## src/rtl/dpr_pkg.sv

```systemverilog
// dpr_pkg: shared FSM states, read-during-write constants and byte-merge helper for dual_port_ram_be
package dpr_pkg;
  typedef enum logic {ST_CLEAR, ST_READY} state_e;
  localparam int RDW_OLD = 0;
  localparam int RDW_NEW = 1;
  localparam int MAX_W   = 1024;
  localparam int MAX_BE  = MAX_W / 8;
  // Callers zero-extend to MAX_W and truncate the result back to their own width.
  function automatic logic [MAX_W-1:0] byte_merge(input logic [MAX_W-1:0] old_w,
                                                  input logic [MAX_W-1:0] new_w,
                                                  input logic [MAX_BE-1:0] be);
    logic [MAX_W-1:0] r;
    r = old_w;
    for (int i = 0; i < MAX_BE; i++)
      if (be[i]) r[8*i +: 8] = new_w[8*i +: 8];
    return r;
  endfunction
endpackage

```

## src/rtl/dpr_rd_pipe.sv

```systemverilog
// dpr_rd_pipe: read-data/valid pipeline of RD_LAT stages (1 or 2); data holds its last value
// ports: clk, rst_n (async active-low), v_i/d_i request result, v_o/d_o delayed strobe and data
module dpr_rd_pipe #(
  parameter int DATA_W = 8,
  parameter int RD_LAT = 1
) (
  input  logic              clk,
  input  logic              rst_n,
  input  logic              v_i,
  input  logic [DATA_W-1:0] d_i,
  output logic              v_o,
  output logic [DATA_W-1:0] d_o
);
  logic              v1_q, v2_q;
  logic [DATA_W-1:0] d1_q, d2_q;
  // Stage 2 copies stage 1 unconditionally: stage 1 already holds, so stage 2 holds too.
  always_ff @(posedge clk or negedge rst_n)
    if (!rst_n) begin
      v1_q <= 1'b0;
      v2_q <= 1'b0;
      d1_q <= '0;
      d2_q <= '0;
    end else begin
      v1_q <= v_i;
      if (v_i) d1_q <= d_i;
      v2_q <= v1_q;
      d2_q <= d1_q;
    end
  assign v_o = (RD_LAT == 2) ? v2_q : v1_q;
  assign d_o = (RD_LAT == 2) ? d2_q : d1_q;
endmodule

```

## src/rtl/dual_port_ram_be.sv

```systemverilog
// dual_port_ram_be: true dual-port RAM with byte enables, 1/2-cycle reads, collision strobe and zero-fill sweep
// ports: clk, rst_n (async active-low); per port en/we/be/addr/data in, q/q_valid out;
//        collision (same-address byte overlap of two writes), init_busy (zero-fill sweep running)
module dual_port_ram_be
  import dpr_pkg::*;
#(
  parameter int DATA_W         = 8,
  parameter int ADDR_W         = 6,
  parameter int RD_LAT         = 1,
  parameter int RDW_MODE       = 0,
  parameter int CLEAR_ON_RESET = 1
) (
  input  logic                clk,
  input  logic                rst_n,
  input  logic                en_a,
  input  logic                we_a,
  input  logic [DATA_W/8-1:0] be_a,
  input  logic [ADDR_W-1:0]   addr_a,
  input  logic [DATA_W-1:0]   data_a,
  input  logic                en_b,
  input  logic                we_b,
  input  logic [DATA_W/8-1:0] be_b,
  input  logic [ADDR_W-1:0]   addr_b,
  input  logic [DATA_W-1:0]   data_b,
  output logic [DATA_W-1:0]   q_a,
  output logic                q_valid_a,
  output logic [DATA_W-1:0]   q_b,
  output logic                q_valid_b,
  output logic                collision,
  output logic                init_busy
);
  localparam int DEPTH = 2 ** ADDR_W;
  logic [DATA_W-1:0] mem_q [DEPTH];
  state_e            state_q;
  logic [ADDR_W-1:0] clr_q;
  logic              init_busy_q, collision_q, collision_d;
  logic              ready, wr_a, wr_b, same, rv_a, rv_b;
  logic [DATA_W-1:0] old_a, old_b, mg_a, mg_b, word_a, rd_a, rd_b;
  assign ready  = state_q == ST_READY;
  assign wr_a   = ready & en_a & we_a;
  assign wr_b   = ready & en_b & we_b;
  assign same   = wr_a & wr_b & (addr_a == addr_b);
  assign old_a  = mem_q[addr_a];
  assign old_b  = mem_q[addr_b];
  assign mg_a   = DATA_W'(byte_merge(MAX_W'(old_a), MAX_W'(data_a), MAX_BE'(be_a)));
  assign mg_b   = DATA_W'(byte_merge(MAX_W'(old_b), MAX_W'(data_b), MAX_BE'(be_b)));
  // On a same-address write A is merged on top of B's result, so A wins only its own bytes.
  assign word_a = DATA_W'(byte_merge(MAX_W'(same ? mg_b : old_a), MAX_W'(data_a), MAX_BE'(be_a)));
  assign collision_d = same & |(be_a & be_b);
  // Write-first shows the port's own merged word; reads see pre-edge contents on both ports.
  assign rv_a = ready & en_a & (~we_a | (RDW_MODE == RDW_NEW));
  assign rv_b = ready & en_b & (~we_b | (RDW_MODE == RDW_NEW));
  assign rd_a = we_a ? mg_a : old_a;
  assign rd_b = we_b ? mg_b : old_b;
  always_ff @(posedge clk)
    if (state_q == ST_CLEAR) mem_q[clr_q] <= '0;
    else begin
      if (wr_b) mem_q[addr_b] <= mg_b;
      if (wr_a) mem_q[addr_a] <= word_a;
    end
  always_ff @(posedge clk or negedge rst_n)
    if (!rst_n) begin
      state_q     <= (CLEAR_ON_RESET != 0) ? ST_CLEAR : ST_READY;
      clr_q       <= '0;
      init_busy_q <= CLEAR_ON_RESET != 0;
      collision_q <= 1'b0;
    end else begin
      collision_q <= collision_d;
      if (state_q == ST_CLEAR) begin
        clr_q <= clr_q + 1'b1;
        if (&clr_q) begin
          state_q     <= ST_READY;
          init_busy_q <= 1'b0;
        end
      end
    end
  dpr_rd_pipe #(.DATA_W(DATA_W), .RD_LAT(RD_LAT)) u_pipe_a (
    .clk(clk), .rst_n(rst_n), .v_i(rv_a), .d_i(rd_a), .v_o(q_valid_a), .d_o(q_a)
  );
  dpr_rd_pipe #(.DATA_W(DATA_W), .RD_LAT(RD_LAT)) u_pipe_b (
    .clk(clk), .rst_n(rst_n), .v_i(rv_b), .d_i(rd_b), .v_o(q_valid_b), .d_o(q_b)
  );
  assign collision = collision_q;
  assign init_busy = init_busy_q;
endmodule
```

## config.mk

```make
export PLATFORM = sky130hd
export DESIGN_NAME = dual_port_ram_be
export DESIGN_NICKNAME = d
export VERILOG_FILES = /design/src/rtl/dpr_pkg.sv /design/src/rtl/dpr_rd_pipe.sv /design/src/rtl/dual_port_ram_be.sv
export SDC_FILE = /design/constraint.sdc
export NUM_CORES = 1
export LEC_CHECK = 0
export BUFFER_PORTS_ARGS = -buffer_cell sky130_fd_sc_hd__buf_2
export CAP_MARGIN = 20
export CORE_UTILIZATION = 25
export CTS_CLUSTER_SIZE = 12
export DETAILED_ROUTE_END_ITERATION = 10
export PLACE_DENSITY = 0.38
export SYNTH_ARGS = -nofsm -noshare
export SYNTH_HDL_FRONTEND = slang
export SYNTH_SLANG_ARGS = --single-unit
```

## constraint.sdc

```tcl
create_clock -name clk -period 8.62 [get_ports clk]
set_input_delay 0.431 -clock clk [delete_from_list [all_inputs] [get_ports clk]]
set_output_delay 0.431 -clock clk [all_outputs]
set_load 0.1 [all_outputs]
```

==> results of run 1 <==
state kept, by name, summed over array words and instances (netlist names):
name          cells
collision         1
u_pipe_b.v_o      1
ready             1
u_pipe_a.v_o      1
u_pipe_a.d_o      8
init_busy         1
u_pipe_b.d_o      8
clr_q             6
mem_q           512
worst paths after layout:
check	endpoint	slack [ps]	cells past startpoint
min	u_pipe_a.v_o$_DFF_PN0_	180	3
max	mem_q[16][7]$_DFFE_PP_	3000	11
min reg2reg	init_busy$_DFFE_PN1P_	450	1
max reg2reg	mem_q[37][0]$_DFFE_PP_	3270	5
min in group asynchronous	u_pipe_a.d_o[4]$_DFFE_PN0P_	370	2
max in group asynchronous	u_pipe_a.d_o[7]$_DFFE_PN0P_	7800	2
worst min-delay path, delay by kind of cell:
| family | cells | cell delay, ps |
|---|---|---|
| buf+inv | 2 | 280 |
| simple gates | 1 | 40 |
area by class of cell:
type	instances	area (µm²)	area share
multi-input combinational	2117	16100	0.421
clock buffer	93	1910	0.0501
sequential	539	16100	0.421
tap	1755	2200	0.0575
inverter	12	45.0	0.00118
clock inverter	31	357	0.00934
timing repair buffer	214	1530	0.0400
antenna	4	10.0	0.000262
routing by layer:
metal / vias to the layer above / wire length, µm / global-route usage
met5: - / 62 / 0
met4: 10 / 10500 / 0.133
met3: 429 / 21600 / 0.0697
met2: 2355 / 79500 / 0.396
met1: 15289 / 72300 / 0.354
li1: 11766 / - / -
what timing repair did:
action | in CTS | in global routing
hold buffers | 1 | 0
endpoints found under the hold margin | 26 | 0
resized for setup | 0 | 0
metrics by stage:
step / util / power [W] / area, µm²
floorplan: - / 0.00324 / 33300
global placement: 0.272 / 0.00356 / 35800
detailed placement: 0.272 / 0.00356 / 35900
CTS: 0.289 / 0.00659 / 38100
global route: 0.290 / 0.00668 / 38200
finish: 0.290 / 0.00659 / 38200
cell usage after synthesis (36+ instances only):
cell and number:
sky130_fd_sc_hd__a21oi_1 168, sky130_fd_sc_hd__a221oi_1 57, sky130_fd_sc_hd__a22oi_1 174, sky130_fd_sc_hd__buf_2 97, sky130_fd_sc_hd__clkbuf_1 133, sky130_fd_sc_hd__edfxtp_1 512, sky130_fd_sc_hd__mux2_2 58, sky130_fd_sc_hd__mux2i_1 184
sky130_fd_sc_hd__mux4_2 178, sky130_fd_sc_hd__nand2_1 233, sky130_fd_sc_hd__nand3_1 36, sky130_fd_sc_hd__nor2_1 360, sky130_fd_sc_hd__o211ai_1 63, sky130_fd_sc_hd__o21ai_0 218, sky130_fd_sc_hd__o22ai_1 165
logic make-up after synthesis:
logic type,Yosys count
multiplexers,420
AND/OR/NAND/NOR,743
flip-flops,539
buffers and inverters,289
adder cells (fa/ha/maj),1
XOR/XNOR,11
AO/OA/AOI/OAI,942
report_power, final:
part           switching (W)  internal (W)
clock                0.00126       0.00179
combinational       0.000557      0.000152
sequential                 0       0.00282
==> flow_metrics.tcl, run 1 <==
set metrics [dict create \
    period_minus_slack_ps 5620 \
    postCtsSetupBuffers 0 \
    timing.rr.start "ready$_DFF_PN0_" \
    die_h_um 367 \
    synth_top_cell_by_area "sky130_fd_sc_hd__edfxtp_1" \
    wl_per_cell_um 38.6 \
    cts.clk_slew.worst_paths_ps 50 \
    io_pins 56 \
    ys_ff_latch 539 \
    postSynth.asyncResetShare 0.0501 \
    synthSimpleGateAreaFrac 0.0957 \
    hold-worst-slack_ps 176 \
    number_of_standard_cells_after_synthesis 2945 \
    routabilityCongestion 0.992 \
    dominant_combinational_cell_family_by_area_after_synthesis "multiplexers" \
    grt_first_pass_wirelength_mm 249 \
    first_iter_violations 5074 \
    syn_to_final_growth_pct 14.7 \
    critical_path.slowest_cell "sky130_fd_sc_hd__a22oi_4" \
    finalClockSkew_ps 30.3 \
    critPathLaunchType "input pin" \
    grt_start_max_net_pins 65 \
    period_share 0.651 \
    synthesis.area_um2 33300 \
    cts.root.buffer_cell "sky130_fd_sc_hd__clkbuf_16" \
    leakagePower_nw 11.3 \
    timing.hold.worst.class "in -> reg" \
    synth-compound-area-share 0.183 \
    layout.cells.non_filler 4765 \
    antenna_violating_nets_post_route 0 \
    place.detailed.hpwl_mm 127 \
    worst-slew-pin-transition_ps 1240 \
    drt_wl_total_mm 184 \
    synth_adder_area_share 0.000376 \
    path_cells "buf_4 -> buf_4 -> nor2_2 -> buf_4 -> a221oi_1 -> o22ai_1 -> a222oi_1 -> o2111ai_1 -> a22oi_4 -> buf_4 -> o22ai_1" \
    critical_path_arrival_ps 5950 \
    std_cell_rows 133 \
    yosysSeqAreaShare 0.482 \
    synth_enable_flop_cells 512 \
    crit_type "in -> reg" \
    drv_cap 0 \
    post_route_cells_drive_above_1_share 0.197 \
    worst_setup_path_end_kind "register" \
    worst_slew_margin_rel 0.176 \
    fillCellCount 13601 \
    track_usage 0.266 \
    timing.final.ws_setup_ps 3000 \
    vdd_ir_drop_max_mv 0.122 \
    yosysWarnings 0 \
    cts_tree "done" \
    drc_errors 0 \
    power-per-cell-area_nw_per_um2 173 \
    dieArea_um2 135000 \
    top_library_cells_by_usage_in_the_layout_fill_and_taps_aside "sky130_fd_sc_hd__edfxtp_1 (512), sky130_fd_sc_hd__nor2_1 (355), sky130_fd_sc_hd__nand2_1 (229)" \
    antenna_violations_before_repair 13 \
    syn-mean-instance-area_um2 11.3 \
    vias_after_detailed_routing 29849 \
    place.detailed.instances 4633 \
    critPathTopFamily "compound AO/OA/AOI/OAI gates" \
    worst_skew_pair.late_latency_ps 660 \
    mappedNetlistNets 2982 \
    timing.critical_path.buf_inv 4 \
    numCtsBuffers 69 \
    synth_xor_area_frac 0.00289 \
    crit_required_ps 8950 \
    result_of_the_run "finished, final reports clean" \
    slew_viols_final 0 \
    firstDrtPassIters 6 \
    min_from "we_a" \
    layout_commonest_cell "sky130_fd_sc_hd__edfxtp_1" \
    max_freq_mhz 178 \
    rsz0062_at_grt "no" \
    timing_hold_violations_final 0 \
    post_synth_mux_area_share 0.195 \
    report.final.setup_viol 0 \
    crit_path_max_incr_delay_ps 990 \
    ctsLongestPathBuffers 3 \
    floorplan.initialDensity 0.253 \
    numClockSinks 539 \
    port_buffers 55 \
    synthFlopType "sky130_fd_sc_hd__edfxtp_1" \
    yosysUniqueCellTypes 81 \
    synth.top_cell.area_share 0.462 \
    via_per_inst 6.26 \
    place_worst_setup_slack_ps 2540 \
    globalRouteOverflowTotal 0 \
    synthTopCellsByArea "sky130_fd_sc_hd__edfxtp_1 (46%), sky130_fd_sc_hd__mux4_2 (12%), sky130_fd_sc_hd__mux2i_1 (5.5%), sky130_fd_sc_hd__nor2_1 (4.1%), sky130_fd_sc_hd__a22oi_1 (3.9%)" \
    die_width_um 367 \
    final_net_count 2990 \
    critical_path.most_common_cell "sky130_fd_sc_hd__buf_4" \
    placeableCoreArea_um2 132000 \
    cts_htree_levels 3 \
    timing.setup.tns_ps 0 \
    crit_path_start "addr_a[0]" \
    number_of_global_route_vias_before_repair 28123 \
    crit_path_max_fanout 44 \
]
No activity file was read; power rests on OpenSTA's default activity.
==> inputs of run 2 (changes only) <==
- ABC_AREA: unset -> 1
- PLACE_DENSITY: 0.38 -> 0.39
- clock period: 8.62 -> 5 ns (I/O delays scaled with it)
==> run 2 against run 1 <==
  * Sequential power increased by 73%
  * Worst hold slack got worse by 29 ps
  * Clock power increased by 61%
  * Sequential share of layout area decreased by 2.3 points
  * Register-to-register slack got worse by 2200 ps
  * Global-route usage decreased by 2.6 points
  * Critical path depth decreased by 2
  * First-iteration DRC count decreased by 24%
  * Critical path type is now reg -> reg
  * Largest cell class unchanged
==> flow_metrics.tcl, run 2 <==
set metrics [dict create \
    mappedNetlistNets 5199 \
    report.final.setup_viol 0 \
    place.detailed.hpwl_mm 114 \
    ctsLongestPathBuffers 3 \
    yosysSeqAreaShare 0.453 \
    synth.top_cell.area_share 0.434 \
    p_total_w 0.0113 \
    cts.root.buffer_cell "sky130_fd_sc_hd__clkbuf_16" \
    worst_slew_margin_rel 0.296 \
    io_pins 56 \
    synth_enable_flop_cells 512 \
    die_width_um 379 \
    result_of_the_run "finished, final reports clean" \
    cts.clk_slew.worst_paths_ps 60 \
    top_library_cells_by_usage_in_the_layout_fill_and_taps_aside "sky130_fd_sc_hd__nand2_1 (3213), sky130_fd_sc_hd__edfxtp_1 (512), sky130_fd_sc_hd__nand3_1 (472)" \
    placeableCoreArea_um2 140000 \
    finalClockSkew_ps 30.3 \
    globalRouteOverflowTotal 0 \
    final_net_count 5220 \
    yosysWarnings 0 \
    synthTopCellsByArea "sky130_fd_sc_hd__edfxtp_1 (43%), sky130_fd_sc_hd__nand2_1 (34%), sky130_fd_sc_hd__nand3_1 (6.7%), sky130_fd_sc_hd__buf_2 (2.5%), sky130_fd_sc_hd__o21ai_0 (1.9%)" \
    via_per_inst 4.97 \
    firstDrtPassIters 6 \
    routabilityCongestion 0.910 \
    drv_cap 0 \
    first_iter_violations 3877 \
    critical_path_arrival_ps 4270 \
    grt_start_max_net_pins 101 \
    worst_skew_pair.late_latency_ps 660 \
    syn-mean-instance-area_um2 6.87 \
    vdd_ir_drop_max_mv 0.233 \
    slew_viols_final 0 \
    numCtsBuffers 72 \
    postCtsSetupBuffers 0 \
    floorplan.initialDensity 0.253 \
    timing.setup.tns_ps 0 \
    leakagePower_nw 18.4 \
    number_of_global_route_vias_before_repair 32677 \
    globalRoute.busiestLayer "met2" \
    drc_errors 0 \
    syn_to_final_growth_pct 13.9 \
    crit_required_ps 5350 \
    multi_input_area_um2 17000 \
    grt_first_pass_wirelength_mm 247 \
    port_buffers 55 \
    post_synth_most_frequent_cells "sky130_fd_sc_hd__nand2_1 (3213), sky130_fd_sc_hd__edfxtp_1 (512), sky130_fd_sc_hd__nand3_1 (472), sky130_fd_sc_hd__buf_2 (174), sky130_fd_sc_hd__o21ai_0 (134)" \
    antenna_violations_before_repair 5 \
    synth_top_cell_by_area "sky130_fd_sc_hd__edfxtp_1" \
    antenna_violating_nets_post_route 0 \
    postCtsHoldBufs 3 \
    wl_per_cell_um 24.5 \
    post-route-cell-area_um2 40400 \
    period_share 0.784 \
    post-route-util 0.288 \
    grt_util_met3 0.0303 \
    drt_wl_total_mm 175 \
    numClockSinks 539 \
    timing.hold.worst.class "in -> reg" \
    cts_htree_levels 3 \
    crit_path_max_fanout 14 \
    vias_after_detailed_routing 35388 \
    synthesis.area_um2 35400 \
    most_flop_heavy_register "mem_q" \
    fillCellCount 15252 \
    most_frequently_used_cell_type_in_the_post_synthesis_netlist "sky130_fd_sc_hd__nand2_1" \
    power-per-cell-area_nw_per_um2 280 \
    worst-slew-pin-transition_ps 1050 \
    track_usage 0.240 \
    timing_hold_violations_final 0 \
    placed_area_um2 38200 \
    postSynth.asyncResetShare 0.0501 \
    rsz0062_at_grt "no" \
    layout_commonest_cell "sky130_fd_sc_hd__nand2_1" \
    std_cell_rows 137 \
    die_h_um 379 \
    yosysUniqueCellTypes 31 \
    worst_setup_path_end_kind "register" \
    max_freq_mhz 255 \
    dieArea_um2 143000 \
    ys_ff_latch 539 \
    cts_tree "done" \
    critPathLaunchType "register" \
    post_route_cells_drive_above_1_share 0.0867 \
    crit_type "reg -> reg" \
    synthFlopType "sky130_fd_sc_hd__edfxtp_1" \
    period_minus_slack_ps 3920 \
    seqCellArea_um2 16100 \
    global_route.usage.met2 0.373 \
    number_of_standard_cells_after_synthesis 5162 \
    grt_use_met1 0.338 \
    cells_resized_by_post_cts_repair 0 \
    flip_flop_count_of_the_largest_register_after_layout 512 \
]
## run 2: cell count changes in the layout (fill, tap and decap cells not counted), moves of 58 or more
cell / before / now
sky130_fd_sc_hd__inv_1: 9 / 71
sky130_fd_sc_hd__nor2_1: 355 / 80
sky130_fd_sc_hd__nand3_1: 35 / 472
sky130_fd_sc_hd__o21ai_0: 214 / 132
sky130_fd_sc_hd__a22oi_1: 173 / 0
sky130_fd_sc_hd__mux2_2: 58 / 0
sky130_fd_sc_hd__o211ai_1: 63 / 0
sky130_fd_sc_hd__o22ai_1: 165 / 0
sky130_fd_sc_hd__mux4_2: 178 / 0
sky130_fd_sc_hd__clkinv_1: 8 / 88
sky130_fd_sc_hd__nand2_1: 229 / 3213
sky130_fd_sc_hd__mux2i_1: 184 / 0
## run 2: kinds of logic (layout without fill, tap and decap cells)
| family | after synthesis | count (layout) | share of synthesized area |
|---|---|---|---|
| AND/OR/NAND/NOR | 3864 | 3864 | 0.436 |
| flip-flops | 539 | 539 | 0.453 |
| AO/OA/AOI/OAI | 283 | 283 | 0.0427 |
| other | 0 | 1 | 0 |
| XOR/XNOR | 7 | 7 | 0.00173 |
| buffers and inverters | 468 | 543 | 0.0669 |
| adder cells (fa/ha/maj) | 1 | 1 | 0.000353 |
## run 2: worst max-delay path: stages (launching register included)
cell                      delay [ps]
sky130_fd_sc_hd__dfrtp_1         430
sky130_fd_sc_hd__inv_2           130
sky130_fd_sc_hd__nor3_2          680
sky130_fd_sc_hd__nand2_1         150
sky130_fd_sc_hd__o21ai_0         300
sky130_fd_sc_hd__inv_1           210
sky130_fd_sc_hd__nor2_1          520
sky130_fd_sc_hd__inv_1           310
sky130_fd_sc_hd__o21ai_0         600
sky130_fd_sc_hd__buf_4           280
## run 2: final cells by class
class	instances	area share
flip-flops and latches	539	0.398
clock buffers	102	0.0484
well taps	1876	0.0581
inverters	168	0.0161
repair buffers	247	0.0535
multi-input cells	4155	0.422
diodes	1	0.0000620
clock inverters	26	0.00384
## run 2: worst paths after layout
check,startpoint,endpoint,slack [ps],depth (start not counted)
setup / recovery,ready$_DFF_PN0_,mem_q[49][6]$_DFFE_PP_,1080,9
hold / removal,we_a,u_pipe_a.v_o$_DFF_PN0_,150,2
setup reg to reg,ready$_DFF_PN0_,mem_q[49][6]$_DFFE_PP_,1080,9
hold reg to reg,u_pipe_a.d_o[0]$_DFFE_PN0P_,u_pipe_a.d_o[0]$_DFFE_PN0P_,470,2
max in group asynchronous,rst_n,clr_q[1]$_DFFE_PN0N_,4370,2
min in group asynchronous,rst_n,u_pipe_a.d_o[1]$_DFFE_PN0P_,190,2
## run 2: stage by stage
step	setup slack [ps]	cells	hold slack (ps)
6_report	1080	7114	147
5_1_grt	921	7113	129
3_5_place_dp	1150	6981	323
3_3_place_gp	953	6972	333
2_1_floorplan	2360	5162	-45.6
4_1_cts	1120	7112	84.0
## run 2: per-layer routing
metal | share of wire | vias to the layer above
met3 | 0.073 | 287
met2 | 0.44 | 1549
met4 | 0.035 | 6
li1 | - | 16509
met5 | 0.00022 | -
met1 | 0.45 | 17037
## run 2: power by group
| part | total [W] | internal [W] | switching (W) |
|---|---|---|---|
| logic | 0.00148 | 0.000335 | 0.00115 |
| registers | 0.00488 | 0.00487 | 0.00000332 |
| clock network | 0.00493 | 0.00277 | 0.00216 |
| total | 0.0113 | 0.00797 | 0.00331 |
